==> src/rtl/out_shift_seq.sv <==
`default_nettype none
// ============================================================================
// Module   : out_shift_seq
// Purpose  : Sequencer for the OutShiftReg datapath (N2 words of N1 bits).
//            A frame is handled in two phases: a word-parallel load of N2
//            words over a valid/ready handshake, then a bit-serial drain of
//            N1 shift cycles that stalls under downstream backpressure.
//            One-cycle FrameDone pulse per completed frame.
// Revision : 1.0 - initial release
// ----------------------------------------------------------------------------
// Ports
//   Clock     in   clock, all state updates on rising edge
//   Reset     in   synchronous active-high reset
//   Start     in   begin a frame (sampled in IDLE only)
//   Abort     in   cancel current frame, return to IDLE
//   InValid   in   upstream word present on OutShiftReg.In
//   InReady   out  controller accepts a word this cycle
//   OutReady  in   downstream can take a serial bit this cycle
//   SelShift  out  OutShiftReg mode select
//   SelKeep   out  OutShiftReg hold select
//   ShiftFire out  OutShiftReg performs a bit shift at this edge
//   FrameDone out  one-cycle pulse, frame fully drained
//   Busy      out  state != IDLE
//   WordCnt   out  words loaded in current frame
//   BitCnt    out  bits shifted in current frame
//
// Datapath select encoding {SelShift,SelKeep}:
//   00 load word, 01 hold, 10 shift bit, 11 never driven.
// ============================================================================
module out_shift_seq #(
    parameter int N1 = 90,
    parameter int N2 = 6
) (
    input  logic                       Clock,
    input  logic                       Reset,
    input  logic                       Start,
    input  logic                       Abort,
    input  logic                       InValid,
    output logic                       InReady,
    input  logic                       OutReady,
    output logic                       SelShift,
    output logic                       SelKeep,
    output logic                       ShiftFire,
    output logic                       FrameDone,
    output logic                       Busy,
    output logic [$clog2(N2+1)-1:0]    WordCnt,
    output logic [$clog2(N1+1)-1:0]    BitCnt
);

    localparam int WW = $clog2(N2 + 1);
    localparam int BW = $clog2(N1 + 1);

    localparam logic [WW-1:0] WORD_LAST = WW'(N2 - 1);
    localparam logic [WW-1:0] WORD_FULL = WW'(N2);
    localparam logic [BW-1:0] BIT_LAST  = BW'(N1 - 1);
    localparam logic [BW-1:0] BIT_FULL  = BW'(N1);

    typedef enum logic [2:0] {
        S_IDLE  = 3'd0,
        S_LOAD  = 3'd1,
        S_HOLD  = 3'd2,
        S_SHIFT = 3'd3,
        S_DONE  = 3'd4
    } state_t;

    state_t          state;
    state_t          state_nxt;
    logic [WW-1:0]   word_cnt_nxt;
    logic [BW-1:0]   bit_cnt_nxt;

    always_ff @(posedge Clock) begin
        if (Reset) begin
            state   <= S_IDLE;
            WordCnt <= '0;
            BitCnt  <= '0;
        end else begin
            state   <= state_nxt;
            WordCnt <= word_cnt_nxt;
            BitCnt  <= bit_cnt_nxt;
        end
    end

    assign Busy = (state != S_IDLE);

    always_comb begin
        state_nxt    = state;
        word_cnt_nxt = WordCnt;
        bit_cnt_nxt  = BitCnt;
        SelShift     = 1'b0;
        SelKeep      = 1'b1;
        InReady      = 1'b0;
        ShiftFire    = 1'b0;
        FrameDone    = 1'b0;

        // Abort overrides everything outside IDLE; the defaults above
        // already hold the datapath and drop InReady for this cycle.
        if (Abort && (state != S_IDLE)) begin
            state_nxt    = S_IDLE;
            word_cnt_nxt = '0;
            bit_cnt_nxt  = '0;
        end else begin
            case (state)
                S_IDLE: begin
                    if (Start) begin
                        state_nxt    = S_LOAD;
                        word_cnt_nxt = '0;
                        bit_cnt_nxt  = '0;
                    end
                end
                S_LOAD: begin
                    InReady = 1'b1;
                    if (InValid) begin
                        SelKeep = 1'b0;
                        if (WordCnt != WORD_FULL) begin
                            word_cnt_nxt = WordCnt + WW'(1);
                        end
                        if (WordCnt == WORD_LAST) begin
                            state_nxt = S_HOLD;
                        end
                    end
                end
                S_HOLD: begin
                    // The handoff cycle never shifts; OutReady only arms SHIFT.
                    if (OutReady) begin
                        state_nxt = S_SHIFT;
                    end
                end
                S_SHIFT: begin
                    if (OutReady) begin
                        SelShift  = 1'b1;
                        SelKeep   = 1'b0;
                        ShiftFire = 1'b1;
                        if (BitCnt != BIT_FULL) begin
                            bit_cnt_nxt = BitCnt + BW'(1);
                        end
                        if (BitCnt == BIT_LAST) begin
                            state_nxt = S_DONE;
                        end
                    end
                end
                S_DONE: begin
                    FrameDone = 1'b1;
                    state_nxt = S_IDLE;
                end
                default: begin
                    state_nxt = S_IDLE;
                end
            endcase
        end
    end

endmodule
`default_nettype wire
==> config.mk <==
export PLATFORM = sky130hd
export DESIGN_NAME = out_shift_seq
export DESIGN_NICKNAME = d
export VERILOG_FILES = /design/src/rtl/out_shift_seq.sv
export SDC_FILE = /design/constraint.sdc
export NUM_CORES = 1
export LEC_CHECK = 0
export CELL_PAD_IN_SITES_DETAIL_PLACEMENT = 0
export CELL_PAD_IN_SITES_GLOBAL_PLACEMENT = 1
export CORE_AREA = 2 2 57 49
export DETAILED_ROUTE_END_ITERATION = 16
export DIE_AREA = 0 0 59 51
export PLACE_DENSITY = 0.87
export SLEW_MARGIN = 20
export SYNTH_ARGS = -nofsm -noshare
export SYNTH_HDL_FRONTEND = slang
export SYNTH_SLANG_ARGS = --single-unit
==> constraint.sdc <==
create_clock -name Clock -period 4.25 [get_ports Clock]
set_input_delay 1.275 -clock Clock [delete_from_list [all_inputs] [get_ports Clock]]
set_output_delay 1.275 -clock Clock [all_outputs]
set_load 0.02 [all_outputs]
Word-level counts from Yosys, hierarchy flattened --
Index checks and enable logic that the tools add are counted.
Operators by class: add/sub/neg operators 2, equality and inequality tests 16, mux-type cells 26, reductions and logical operators 9
Operator list (count):
- 3-bit two-way mux | 9
- 7-bit two-way mux | 3
- 2-bit inequality test (second input constant) | 8
- 7-bit case mux with 2 select lines | 1
- 3-bit case mux with 4 select lines | 1
- 1-bit two-way mux | 10
- 4-bit AND reduction | 2
- 7-bit by 1-bit adder with 7-bit output (second input constant) | 1
- 7-bit == test (second input constant) | 1
- 7-bit inequality test (second input constant) | 1
- 3-bit by 2-bit == test with 1-bit output (second input constant) | 2
- 3-bit == test (second input constant) | 2
- 3-bit case mux with 2 select lines | 1
- 6-bit AND reduction | 1
- 2-bit nonzero test | 2
- 3-bit by 1-bit adder with 3-bit output (second input constant) | 1
- 3-bit by 1-bit == test with 1-bit output (second input constant) | 1
- 3-bit zero test | 1
- 3-bit inequality test (second input constant) | 1
- 3-bit nonzero test | 1
- 1-bit case mux with 2 select lines | 1
- 2-bit OR reduction | 1
- 1-bit logical AND | 1
Word-level totals: bits in registers 13, input port bits 6, output and inout port bits 16

Logic depth before layout (Yosys ltp) --
depth in word-level cells 4, depth in mapped cells 6, mapped depth without buffers 6

Worst setup path before layout --
OpenSTA, ideal clock, no wires.
kind input-to-output, from input port Abort, to output port FrameDone, arrival time 2.014 ns, setup slack 0.961 ns, cell stages on the path 1, cell sequence nor4b_1
Between the ends: word-level cells in the longest chain between the ends 2
RTL lines:
- start: declaration | line 37 | input logic Abort,
- 1-bit logical AND | line 97 | if (Abort && (state != S_IDLE)) begin
- 1-bit two-way mux | line 97
- end: declaration | line 44 | output logic FrameDone,
No other way between the ends.

Worst setup path after layout --
from input port OutReady, to output port SelKeep
Between the ends: word-level cells in the longest chain between the ends 3
RTL lines:
- start: declaration | line 40 | input logic OutReady,
- 1-bit two-way mux | line 129 | if (OutReady) begin
- 1-bit case mux with 2 select lines | line 102 | case (state)
- 1-bit two-way mux | line 97
- end: declaration | line 42 | output logic SelKeep,
No other way between the ends.

==> flow_summary.toml <==
[run_status]
status = "completed"

[route]
ant_nets = 0
drc_errors = 0
via_count = 853
drtPass1Iterations = 4
dr.first_iter.drc_count = 23
finalWirelength_um = 2080
vias_per_cell = 5.58
wire_per_inst_um = 13.6

[timing]
worst_pin_slew_ns = 0.732
clock_skew_ns = 0.0127
setup-violations-final = 0
tns_ns = 0
relSlewSlack_pct = 51.0
slew_violations = 0
fmax_ghz = 0.240
grt_setup_unrepaired = "no"
finalCriticalPeriod_ns = 4.17
fin_crit_sh_pct = 98.2
hold_viol = 0

[clock_tree]
clkTransAtPathRegs_ns = 0.07
root_buffer = "clkbuf_4"
cts_htree_levels = 1
clk_latency_ns = 0.28
cts_setup_buffers = 0
cts_tree = "done"
cts_buffer_depth = 2
cts_num_sinks = 13
cts_hold_buf = 0
cts_resized = 0
numCtsBuffers = 3

[finish]
layout-drive-gt1-share_pct = 8.00
area_growth_pct = 29.9
final_core_util_pct = 44.6
fin_nets = 138
diodes = 0

[global_routing]
grt_max_degree = 18
antenna_found_initial = 0
grt_overflow = 0
grtUsageTotal_pct = 15.1
grt_pass1_wl_um = 3400
grt_pass1_vias = 775

[logic_synthesis]
synth_area_um2 = 861
yosysSeqAreaShare_pct = 30.2
netlist_instances = 104
synth_edf_count = 0
synth.avg_cell_area_um2 = 8.28
synthTopCellsByArea = "dfxtp_1 (30%), ha_1 (8.7%), a31oi_2 (5.8%), a31oi_1 (3.6%), nor2_1 (3.5%)"
async_reset_ff_share_pct = 0
synth_cell_type_count = 36
synth_nets = 116
synth-seq-cells = 13
ys.flop_type = "dfxtp_1"
netlist.area_leader.share_pct = 30.2
synth_top_cell_by_area = "dfxtp_1"
yosys_warnings = 0

[die]
io_pins = 22
rows = 17
start_util_pct = 34.3
dieWidth_um = 59
fp.dieH_um = 51
core_um2 = 2510
die_area_um2 = 3010

[place]
dpl.hpwl_um = 1640
place.gp.congestion = 0.843
portBuffers = 21

[min_path]
worstHoldPathCells = 2
hold_path_class = "flop to flop"

[critical_path]
path_max_fanout = 4
cp.arrival_ns = 2.90
path_class = "primary input to output pin"
end_kind = "output pin"
reg2regPathDepth = 5
cp.required_ns = 2.97
crit_path_start_kind = "primary input"

[power]
leakage_nw = 0.363
power_density_nw_per_um2 = 208
peakVddDrop_uv = 128

[run]
maxCapViolations = 0
sequential cells by signal, summed over array words and instances (netlist names):
name	cells
state	3
WordCnt	3
BitCnt	7
cells in the mapped netlist (all sizes together), types with 2 or more instances:
cell type / n
nand4: 3
o31ai: 2
nor4: 2
a31oi: 9
and3: 2
nor3b: 3
buf: 3
and2: 3
inv: 5
nor2: 8
o21ai: 3
o31a: 2
o211ai: 2
or3: 3
ha: 6
clkbuf: 3
a21oi: 5
dfxtp: 13
nand2: 5
nor3: 4
nand4b: 2
o41ai: 2
nand3: 5
final cells by class:
| class | count | area, um2 |
|---|---|---|
| fillers | 262 | 1390 |
| multi-input cells | 80 | 553 |
| flip-flops and latches | 13 | 260 |
| repair buffers | 23 | 225 |
| well taps | 28 | 35.0 |
| clock buffers | 4 | 26.3 |
| inverters | 5 | 18.8 |
kinds of logic (layout without fill, tap and decap cells):
kind of cell               Yosys count  in the layout  synth area share [%]
adders and majority gates            6              6                  8.72
and+or+nand+nor                     47             47                  31.8
muxes                                1              1                  1.16
DFF                                 13             13                  30.2
AOI/OAI and AO/OA                   26             26                  22.5
buffers and inverters               11             32                  5.52
cell usage in the layout, fill, tap and decap left out, types with 3 or more instances in the layout:
master | Yosys | routed
a21oi_1 | 5 | 5
a31oi_1 | 5 | 5
a31oi_2 | 4 | 4
and2_1 | 3 | 3
clkbuf_4 | 0 | 3
clkdlybuf4s50_1 | 0 | 21
dfxtp_1 | 13 | 13
ha_1 | 6 | 6
inv_1 | 5 | 5
nand2_1 | 5 | 5
nand3_1 | 5 | 5
nand4_1 | 3 | 3
nor2_1 | 8 | 8
nor3_1 | 4 | 4
nor3b_1 | 3 | 3
metal layers:
layer / global-route usage (%) / wire [um] / vias up
li1: - / - / 433
met1: 18.3 / 1030 / 406
met2: 23.9 / 992 / 12
met3: 4.81 / 48 / 2
met4: 7.20 / 9 / 0
met5: 0 / 0 / -
through the flow:
stage	total power, W	setup slack, ns	area [um2]	hold slack (ns)	std cells
finish	0.000233	0.0772	1120	0.522	153
global route	0.000244	0.0161	1120	0.563	153
CTS	0.000236	0.0711	1120	0.523	153
detailed placement	0.000157	0.0714	1090	0.502	149
global placement	0.000157	0.102	1090	0.507	149
floorplan	0.000144	0.961	861	0.563	104
critical path: stages:
cell	delay, ns
clkdlybuf4s50_1	0.52
mux2i_1	0.09
or4b_1	0.46
clkdlybuf4s50_1	0.55
final timing paths:
check	from	slack, ns	end
worst max-delay path	OutReady	0.08	SelKeep
worst min-delay path	WordCnt[2]	0.52	WordCnt[2]
worst max register to register	state[0]	2.14	BitCnt[6]
worst min register to register	WordCnt[2]	0.52	WordCnt[2]
power by group:
group	internal [W]	leakage, nW	switching, W
Combinational	0.0000134	0.243	0.0000148
Clock	0.0000365	0.0150	0.0000421
Sequential	0.000123	0.105	0.00000336
Total	0.000172	0.363	0.0000603
Power figures use the tool's default switching activity.
